--- src/rtl/fp32_add_sub_unit.sv ---
// IEEE-754 binary32 adder/subtractor, multi-cycle, stb/ack handshakes on A, B and Z.
// Optional macro ADDSUB_OP_EN adds the op_sub port (1 = A-B); otherwise the unit adds only.
module fp32_add_sub_unit (
    input  logic        clk,
    input  logic        rst,
    input  logic [31:0] input_a,
    input  logic        input_a_stb,
    output logic        input_a_ack,
    input  logic [31:0] input_b,
    input  logic        input_b_stb,
    output logic        input_b_ack,
`ifdef ADDSUB_OP_EN
    input  logic        op_sub,
`endif
    output logic [31:0] output_z,
    output logic        output_z_stb,
    input  logic        output_z_ack
);

    typedef enum logic [3:0] {
        GET_A     = 4'd0,
        GET_B     = 4'd1,
        UNPACK    = 4'd2,
        SPECIAL   = 4'd3,
        ALIGN     = 4'd4,
        ADD       = 4'd5,
        NORMALISE = 4'd6,
        ROUND     = 4'd7,
        PACK      = 4'd8,
        PUT_Z     = 4'd9
    } state_t;

    localparam logic signed [9:0] EXP_MIN  = -10'sd126;
    localparam logic signed [9:0] EXP_MAX  = 10'sd127;
    localparam logic signed [9:0] EXP_BIAS = 10'sd127;
    localparam logic [31:0]       QNAN     = 32'h7FC0_0000;

    state_t            state_r;
    state_t            next_state_s;
    logic [31:0]       a_r;
    logic [31:0]       b_r;
    logic [31:0]       z_r;
    logic [31:0]       output_z_r;
    logic              input_a_ack_r;
    logic              input_b_ack_r;
    logic              output_z_stb_r;
    logic              a_s_r;
    logic              b_s_r;
    logic              z_s_r;
    logic signed [9:0] a_e_r;
    logic signed [9:0] b_e_r;
    logic signed [9:0] z_e_r;
    logic [26:0]       a_m_r;
    logic [26:0]       b_m_r;
    logic [27:0]       z_m_r;

    logic              a_acc_s;
    logic              b_acc_s;
    logic              z_done_s;
    logic              sub_s;
    logic              a_nan_s;
    logic              b_nan_s;
    logic              a_inf_s;
    logic              b_inf_s;
    logic              a_zero_s;
    logic              b_zero_s;
    logic              special_s;
    logic [31:0]       special_z_s;
    logic [27:0]       sum_s;
    logic              sum_sign_s;
    logic              sum_zero_s;
    logic              norm_done_s;
    logic              round_up_s;
    logic [24:0]       mant_rnd_s;
    logic [7:0]        exp_field_s;
    logic [31:0]       pack_z_s;

    assign a_acc_s  = input_a_stb & input_a_ack_r;
    assign b_acc_s  = input_b_stb & input_b_ack_r;
    assign z_done_s = output_z_stb_r & output_z_ack;

    assign input_a_ack  = input_a_ack_r;
    assign input_b_ack  = input_b_ack_r;
    assign output_z     = output_z_r;
    assign output_z_stb = output_z_stb_r;

`ifdef ADDSUB_OP_EN
    logic op_sub_r;

    // Captures the operation select together with operand B.
    always_ff @(posedge clk or posedge rst) begin
        if (rst) begin
            op_sub_r <= 1'b0;
        end else if (b_acc_s) begin
            op_sub_r <= op_sub;
        end else begin
            op_sub_r <= op_sub_r;
        end
    end

    assign sub_s = op_sub_r;
`else
    assign sub_s = 1'b0;
`endif

    // State register.
    always_ff @(posedge clk or posedge rst) begin
        if (rst) begin
            state_r <= GET_A;
        end else begin
            state_r <= next_state_s;
        end
    end

    // Next-state selection.
    always_comb begin
        next_state_s = state_r;
        case (state_r)
            GET_A:     if (a_acc_s) next_state_s = GET_B; else next_state_s = GET_A;
            GET_B:     if (b_acc_s) next_state_s = UNPACK; else next_state_s = GET_B;
            UNPACK:    next_state_s = SPECIAL;
            SPECIAL:   if (special_s) next_state_s = PUT_Z; else next_state_s = ALIGN;
            ALIGN:     if (a_e_r == b_e_r) next_state_s = ADD; else next_state_s = ALIGN;
            ADD:       if (sum_zero_s) next_state_s = PUT_Z; else next_state_s = NORMALISE;
            NORMALISE: if (norm_done_s) next_state_s = ROUND; else next_state_s = NORMALISE;
            ROUND:     next_state_s = PACK;
            PACK:      next_state_s = PUT_Z;
            PUT_Z:     if (z_done_s) next_state_s = GET_A; else next_state_s = PUT_Z;
            default:   next_state_s = GET_A;
        endcase
    end

    // Special-operand classification and result, in priority order.
    always_comb begin
        a_nan_s     = (a_r[30:23] == 8'hFF) && (a_r[22:0] != 23'd0);
        b_nan_s     = (b_r[30:23] == 8'hFF) && (b_r[22:0] != 23'd0);
        a_inf_s     = (a_r[30:23] == 8'hFF) && (a_r[22:0] == 23'd0);
        b_inf_s     = (b_r[30:23] == 8'hFF) && (b_r[22:0] == 23'd0);
        a_zero_s    = (a_r[30:0] == 31'd0);
        b_zero_s    = (b_r[30:0] == 31'd0);
        special_s   = 1'b1;
        special_z_s = 32'd0;
        if (a_nan_s || b_nan_s) begin
            special_z_s = QNAN;
        end else if (a_inf_s && b_inf_s && (a_s_r != b_s_r)) begin
            special_z_s = QNAN;
        end else if (a_inf_s) begin
            special_z_s = {a_s_r, 8'hFF, 23'd0};
        end else if (b_inf_s) begin
            special_z_s = {b_s_r, 8'hFF, 23'd0};
        end else if (a_zero_s && b_zero_s) begin
            special_z_s = {a_s_r & b_s_r, 31'd0};
        end else if (a_zero_s) begin
            special_z_s = {b_s_r, b_r[30:0]};
        end else if (b_zero_s) begin
            special_z_s = {a_s_r, a_r[30:0]};
        end else begin
            special_s = 1'b0;
        end
    end

    // Signed-magnitude add of the aligned working mantissas.
    always_comb begin
        sum_s      = 28'd0;
        sum_sign_s = 1'b0;
        if (a_s_r == b_s_r) begin
            sum_s      = {1'b0, a_m_r} + {1'b0, b_m_r};
            sum_sign_s = a_s_r;
        end else if (a_m_r >= b_m_r) begin
            sum_s      = {1'b0, a_m_r} - {1'b0, b_m_r};
            sum_sign_s = a_s_r;
        end else begin
            sum_s      = {1'b0, b_m_r} - {1'b0, a_m_r};
            sum_sign_s = b_s_r;
        end
    end

    assign sum_zero_s  = (sum_s == 28'd0);
    assign norm_done_s = !z_m_r[27] && (z_m_r[26] || (z_e_r <= EXP_MIN));
    // Round to nearest, ties to even: bit 3 is the mantissa LSB.
    assign round_up_s  = z_m_r[2] & (z_m_r[1] | z_m_r[0] | z_m_r[3]);
    assign mant_rnd_s  = {1'b0, z_m_r[26:3]} + {24'd0, round_up_s};
    assign exp_field_s = z_e_r[7:0] + EXP_BIAS[7:0];

    // Final packing into binary32, including overflow and subnormal encodings.
    always_comb begin
        pack_z_s = {z_s_r, exp_field_s, z_m_r[25:3]};
        if (z_e_r > EXP_MAX) begin
            pack_z_s = {z_s_r, 8'hFF, 23'd0};
        end else if ((z_e_r == EXP_MIN) && !z_m_r[26]) begin
            pack_z_s = {z_s_r, 8'd0, z_m_r[25:3]};
        end else begin
            pack_z_s = {z_s_r, exp_field_s, z_m_r[25:3]};
        end
    end

    // Datapath registers, advanced according to the current state.
    always_ff @(posedge clk or posedge rst) begin
        if (rst) begin
            a_r   <= 32'd0;
            b_r   <= 32'd0;
            z_r   <= 32'd0;
            a_s_r <= 1'b0;
            b_s_r <= 1'b0;
            z_s_r <= 1'b0;
            a_e_r <= 10'sd0;
            b_e_r <= 10'sd0;
            z_e_r <= 10'sd0;
            a_m_r <= 27'd0;
            b_m_r <= 27'd0;
            z_m_r <= 28'd0;
        end else begin
            case (state_r)
                GET_A: begin
                    if (a_acc_s) a_r <= input_a;
                end
                GET_B: begin
                    if (b_acc_s) b_r <= input_b;
                end
                UNPACK: begin
                    a_s_r <= a_r[31];
                    b_s_r <= b_r[31] ^ sub_s;
                    a_m_r <= {(a_r[30:23] != 8'd0), a_r[22:0], 3'b000};
                    b_m_r <= {(b_r[30:23] != 8'd0), b_r[22:0], 3'b000};
                    a_e_r <= (a_r[30:23] == 8'd0) ? EXP_MIN : ($signed({2'b00, a_r[30:23]}) - EXP_BIAS);
                    b_e_r <= (b_r[30:23] == 8'd0) ? EXP_MIN : ($signed({2'b00, b_r[30:23]}) - EXP_BIAS);
                end
                SPECIAL: begin
                    if (special_s) z_r <= special_z_s;
                end
                ALIGN: begin
                    // Once only sticky remains, further shifting changes nothing: jump the exponent.
                    if (a_e_r > b_e_r) begin
                        if (b_m_r[26:1] == 26'd0) begin
                            b_e_r <= a_e_r;
                        end else begin
                            b_m_r <= {1'b0, b_m_r[26:2], b_m_r[1] | b_m_r[0]};
                            b_e_r <= b_e_r + 10'sd1;
                        end
                    end else if (b_e_r > a_e_r) begin
                        if (a_m_r[26:1] == 26'd0) begin
                            a_e_r <= b_e_r;
                        end else begin
                            a_m_r <= {1'b0, a_m_r[26:2], a_m_r[1] | a_m_r[0]};
                            a_e_r <= a_e_r + 10'sd1;
                        end
                    end
                end
                ADD: begin
                    z_m_r <= sum_s;
                    z_s_r <= sum_sign_s;
                    z_e_r <= a_e_r;
                    if (sum_zero_s) z_r <= 32'd0;
                end
                NORMALISE: begin
                    if (z_m_r[27]) begin
                        z_m_r <= {1'b0, z_m_r[27:2], z_m_r[1] | z_m_r[0]};
                        z_e_r <= z_e_r + 10'sd1;
                    end else if (!z_m_r[26] && (z_e_r > EXP_MIN)) begin
                        z_m_r <= {1'b0, z_m_r[25:0], z_m_r[0]};
                        z_e_r <= z_e_r - 10'sd1;
                    end
                end
                ROUND: begin
                    if (mant_rnd_s[24]) begin
                        z_m_r <= {1'b0, mant_rnd_s[24:1], 3'b000};
                        z_e_r <= z_e_r + 10'sd1;
                    end else begin
                        z_m_r <= {1'b0, mant_rnd_s[23:0], 3'b000};
                    end
                end
                PACK: begin
                    z_r <= pack_z_s;
                end
                PUT_Z: begin
                    z_r <= z_r;
                end
                default: begin
                    z_r <= z_r;
                end
            endcase
        end
    end

    // Registered handshake outputs and result.
    always_ff @(posedge clk or posedge rst) begin
        if (rst) begin
            input_a_ack_r  <= 1'b0;
            input_b_ack_r  <= 1'b0;
            output_z_stb_r <= 1'b0;
            output_z_r     <= 32'd0;
        end else begin
            input_a_ack_r  <= (state_r == GET_A) && !a_acc_s;
            input_b_ack_r  <= (state_r == GET_B) && !b_acc_s;
            output_z_stb_r <= (state_r == PUT_Z) && !z_done_s;
            if (state_r == PUT_Z) begin
                output_z_r <= z_r;
            end else begin
                output_z_r <= output_z_r;
            end
        end
    end

endmodule

--- config.mk ---
export PLATFORM = sky130hd
export DESIGN_NAME = fp32_add_sub_unit
export DESIGN_NICKNAME = d
export VERILOG_FILES = /design/src/rtl/fp32_add_sub_unit.sv
export SDC_FILE = /design/constraint.sdc
export NUM_CORES = 1
export LEC_CHECK = 0
export CAP_MARGIN = 20
export CORE_ASPECT_RATIO = 1.75
export CORE_MARGIN = 5
export CORE_UTILIZATION = 65
export CTS_CLUSTER_SIZE = 24
export DETAILED_ROUTE_END_ITERATION = 7
export DONT_BUFFER_PORTS = 1
export PLACE_DENSITY = 0.87
export SETUP_SLACK_MARGIN = 0.02
export SYNTH_ARGS = -nofsm -noshare
export SYNTH_HDL_FRONTEND = slang
export SYNTH_SLANG_ARGS = --single-unit
--- constraint.sdc ---
create_clock -name clk -period 17.97 [get_ports clk]
set_input_delay 4.4925 -clock clk [delete_from_list [all_inputs] [get_ports clk]]
set_output_delay 4.4925 -clock clk [all_outputs]
set_load 0.05 [all_outputs]
==> metrics.yaml <==
outcome:
  status: "finished, final reports clean"
timing:
  grt_setup_unrepaired: "false"
  timing.final.setup_violations: 0
  timing.setup.tns_ns: 0
  max_slew.worst_pin.slew_ns: 1.29
  timing.final.hold_violations: 0
  fin_crit_ns: 6.51
  fmaxAchievable_mhz: 154
  final_min_period_over_clock_period: 0.362
  slew_headroom: 0.135
  setup_skew_after_layout_ns: 0.0252
  timing_max_transition_violations_final: 0
setup_path:
  worst_r2r_path_depth: 15
  worstPathArrival_ns: 6.92
  endpoint_kind_of_the_worst_setup_timing_path: "flip-flop"
  timing.critical_path.max_delay_family: "simple AND/OR/NAND/NOR gates"
  cell_with_the_biggest_individual_delay_on_the_critical_path: "sky130_fd_sc_hd__nor4_1"
  class_of_the_most_critical_setup_path: "reg -> reg"
  crit_chain: "inv_1, ha_1, or4_1, or3_1, a211oi_2, nor4_1, o311ai_0, o31ai_1, xnor2_1, nor4_1, nand4_1, or3_1, nor3_4, buf_16, nor3_1"
  worst-path-buf-inv: 2
  worst_path_largest_cell_delay_ns: 1.12
  worst-endpoint-required_ns: 18.38
  cp.depth: 15
  cp_max_fo: 26
  startpoint_types: "flip-flop"
drt:
  vias_per_std_cell: 7.13
  met2_length_um: 33600
  avgRoutedWirePerCell_um: 27.6
  drcViolationCount: 0
  dr_total_vias: 17600
  top_layer: "met4"
  overall_routed_net_length_um: 68100
  drt-met1-wl_um: 22100
  remaining_antenna_violation_count_after_routing: 0
  routed-wl-met3_um: 4980
  drt_iter0_markers: 1764
  drt_pre_antenna_iters: 6
placed_design:
  placed_cells: 2425
  io_buffers: 0
  gpl.final_weighted_congestion: 1.05
  detailed_place_hpwl_um: 50900
logic_synthesis:
  post_synth_edffs: 0
  netlist_instances: 2169
  synth.top_cells.by_count: "sky130_fd_sc_hd__dfrtp_1 (250), sky130_fd_sc_hd__nor2_1 (176), sky130_fd_sc_hd__nand2_1 (174)"
  synth_flop_cell: "sky130_fd_sc_hd__dfrtp_1"
  yosys.area_share.simple: 0.188
  synth_seq_cells: 250
  synth_most_common_cell: "sky130_fd_sc_hd__dfrtp_1"
  syn-cell-area_mm2: 0.0184
  postSynthNetCount: 2343
  synth_largest_type_area_fraction: 0.339
  synth_largest_area_cell: "sky130_fd_sc_hd__dfrtp_1"
  synth_compound_gate_area_share: 0.214
  seq_area_frac_synth: 0.339
  synth.lib_cells_used.distinct: 87
  synth_fa_ha_area_frac: 0.0725
  synth_mux_area_frac: 0.0973
  synth_top_family_by_area: "compound AO/OA/AOI/OAI gates"
  synth_xor_xnor_area_share: 0.0347
  post_synth.cell_area_avg_um2: 8.50
  synth-async-reset-ratio: 1.00
  yosys-top-cells-area: "sky130_fd_sc_hd__dfrtp_1 (34%), sky130_fd_sc_hd__ha_1 (6.9%), sky130_fd_sc_hd__mux2_2 (5.9%), sky130_fd_sc_hd__o21ai_0 (4.4%), sky130_fd_sc_hd__a21oi_1 (4.1%)"
  yosysWarningCount: 0
grt:
  grt_overflow: 0
  first_global_vias: 17200
  grt_usage: 0.420
  grt_first_pass_wirelength_um: 102000
  number_of_antenna_violations_at_the_first_check_in_global_routing: 2
  grt_start_max_net_pins: 120
floorplanning:
  die_h_um: 233
  die_width_um: 137
  rows: 81
  initial_utilization: 0.659
  num_io_pins: 104
  die_area_mm2: 0.0320
  coreArea_mm2: 0.0280
pwr:
  maximum_ir_drop_on_the_vdd_rail_mv: 0.160
  total_leakage_power_nw: 8.51
  pwr_density_cell_mw_per_mm2: 226
final_layout:
  layout.nets: 2254
  drive_gt1_frac: 0.102
  layout-area-overhead-vs-synth_pct: 5.46
  instances_no_fill: 2472
  fillerInstances: 2163
clock_network:
  postCtsSetupRepairBufs: 0
  cts_inserted_buffers: 24
  insertion_delay_ns: 0.56
  root_buffer: "sky130_fd_sc_hd__clkbuf_16"
  clock_sink_count: 250
  cts_max_level: 1
  cts_max_path_buffers: 3
  ctsHoldBuffers: 0
  resized_cells_post_cts: 0
  clk_transition_reported_paths_ns: 0.07
  cts_tree: "done"
flow_run:
  max_cap_violations: 0
hold_path:
  min_path_cells: 2
  worst_hold_path_type: "reg -> reg"
[logic make-up (layout without fill, tap and decap cells)]
group | count (synthesis) | after routing
and+or+nand+nor | 709 | 709
other | 0 | 2
DFF | 250 | 250
AOI/OAI and AO/OA | 610 | 610
muxes | 167 | 167
xor gates and xnor gates | 73 | 73
buffers and inverters | 255 | 183
adders and majority gates | 105 | 105
[where the power goes]
| group | internal [mW] | total [mW] | switching [mW] | leakage (nW) |
|---|---|---|---|---|
| registers | 0.793 | 1.23 | 0.437 | 3.16 |
| logic | 0.940 | 2.61 | 1.67 | 4.95 |
| clock network | 0.304 | 0.543 | 0.239 | 0.395 |
| total | 2.04 | 4.38 | 2.35 | 8.51 |
[state kept, by name, summed over array words and instances (netlist names), 27 cells and up]
| register | count |
|---|---|
| a_r | 32 |
| b_r | 32 |
| z_m_r | 28 |
| output_z | 32 |
| a_m_r | 27 |
| b_m_r | 27 |
| z_r | 32 |
[placed cells by master, fill, tap and decap left out, types with 11 or more instances in the layout]
cell type / netlist / final
sky130_fd_sc_hd__a211oi_1: 42 / 42
sky130_fd_sc_hd__a21o_1: 18 / 18
sky130_fd_sc_hd__a21oi_1: 152 / 152
sky130_fd_sc_hd__a221oi_1: 15 / 15
sky130_fd_sc_hd__a22oi_1: 23 / 23
sky130_fd_sc_hd__a31oi_1: 22 / 22
sky130_fd_sc_hd__and3_1: 11 / 11
sky130_fd_sc_hd__buf_4: 3 / 25
sky130_fd_sc_hd__clkbuf_16: 0 / 24
sky130_fd_sc_hd__dfrtp_1: 250 / 250
sky130_fd_sc_hd__ha_1: 102 / 102
sky130_fd_sc_hd__inv_1: 111 / 110
sky130_fd_sc_hd__mux2_2: 97 / 97
sky130_fd_sc_hd__mux2i_1: 70 / 70
sky130_fd_sc_hd__nand2_1: 174 / 173
sky130_fd_sc_hd__nand2b_1: 12 / 12
sky130_fd_sc_hd__nand3_1: 46 / 46
sky130_fd_sc_hd__nand4_1: 30 / 30
sky130_fd_sc_hd__nor2_1: 176 / 172
sky130_fd_sc_hd__nor2b_1: 22 / 22
sky130_fd_sc_hd__nor3_1: 123 / 121
sky130_fd_sc_hd__nor3b_1: 11 / 11
sky130_fd_sc_hd__nor4_1: 40 / 39
sky130_fd_sc_hd__o211ai_1: 14 / 14
sky130_fd_sc_hd__o21a_1: 18 / 18
sky130_fd_sc_hd__o21ai_0: 162 / 161
sky130_fd_sc_hd__o221ai_1: 16 / 16
sky130_fd_sc_hd__o22ai_1: 18 / 18
sky130_fd_sc_hd__o31ai_1: 15 / 15
sky130_fd_sc_hd__or2_2: 14 / 14
sky130_fd_sc_hd__or3_1: 16 / 16
sky130_fd_sc_hd__xnor2_1: 53 / 53
sky130_fd_sc_hd__xor2_1: 20 / 20
[layer usage]
metal / vias up / global-route usage
li1: 7718 / -
met1: 8408 / 0.439
met2: 1103 / 0.715
met3: 393 / 0.0740
met4: 0 / 0.361
met5: - / 0
[layout make-up]
class                           instances  area [um^2]  area share
Sequential cell                       250         6260       0.322
Tap cell                              373          467      0.0240
Multi-Input combinational cell       1664        11200       0.578
Clock inverter                         13          170     0.00875
Antenna cell                            2         5.00    0.000257
Clock buffer                           30          653      0.0336
Timing Repair Buffer                   27          230      0.0118
Inverter                              113          432      0.0222
[worst register-to-register path, stage by stage (launching register included)]
cell and delay, ns:
sky130_fd_sc_hd__dfrtp_1 0.56, sky130_fd_sc_hd__inv_1 0.09, sky130_fd_sc_hd__ha_1 0.50, sky130_fd_sc_hd__or4_1 0.66
sky130_fd_sc_hd__or3_1 0.44, sky130_fd_sc_hd__a211oi_2 0.26, sky130_fd_sc_hd__nor4_1 0.17, sky130_fd_sc_hd__o311ai_0 0.47
sky130_fd_sc_hd__o31ai_1 0.17, sky130_fd_sc_hd__xnor2_1 0.30, sky130_fd_sc_hd__nor4_1 1.12, sky130_fd_sc_hd__nand4_1 0.35
sky130_fd_sc_hd__or3_1 0.55, sky130_fd_sc_hd__nor3_4 0.41, sky130_fd_sc_hd__buf_16 0.23, sky130_fd_sc_hd__nor3_1 0.09
[metrics by stage]
step / hold WS [ns] / util / instance area (um^2) / setup WS, ns / power [mW]
after floorplan: 0.435 / - / 18400 / 6.61 / 2.90
after global placement: 0.484 / 0.664 / 18600 / 11.24 / 3.65
after detailed placement: 0.496 / 0.664 / 18600 / 11.16 / 3.71
after CTS: 0.511 / 0.693 / 19400 / 11.73 / 4.27
after global routing: 0.529 / 0.695 / 19400 / 11.42 / 4.59
final: 0.511 / 0.695 / 19400 / 11.46 / 4.38
[worst paths after layout]
| path | startpoint | end | slack, ns |
|---|---|---|---|
| max reg2reg | a_m_r[14]$_DFFE_PP0P_ | z_r[15]$_DFFE_PP0P_ | 11.46 |
| max | a_m_r[14]$_DFFE_PP0P_ | z_r[15]$_DFFE_PP0P_ | 11.46 |
| min in group asynchronous | rst | z_e_r[0]$_DFFE_PP0P_ | 3.92 |
| min | a_r[31]$_DFFE_PP0P_ | a_s_r$_DFFE_PP0P_ | 0.51 |
| max in group asynchronous | rst | output_z[23]$_DFFE_PP0P_ | 11.82 |
| min reg2reg | a_r[31]$_DFFE_PP0P_ | a_s_r$_DFFE_PP0P_ | 0.51 |
(Power assumes the default switching activity.)
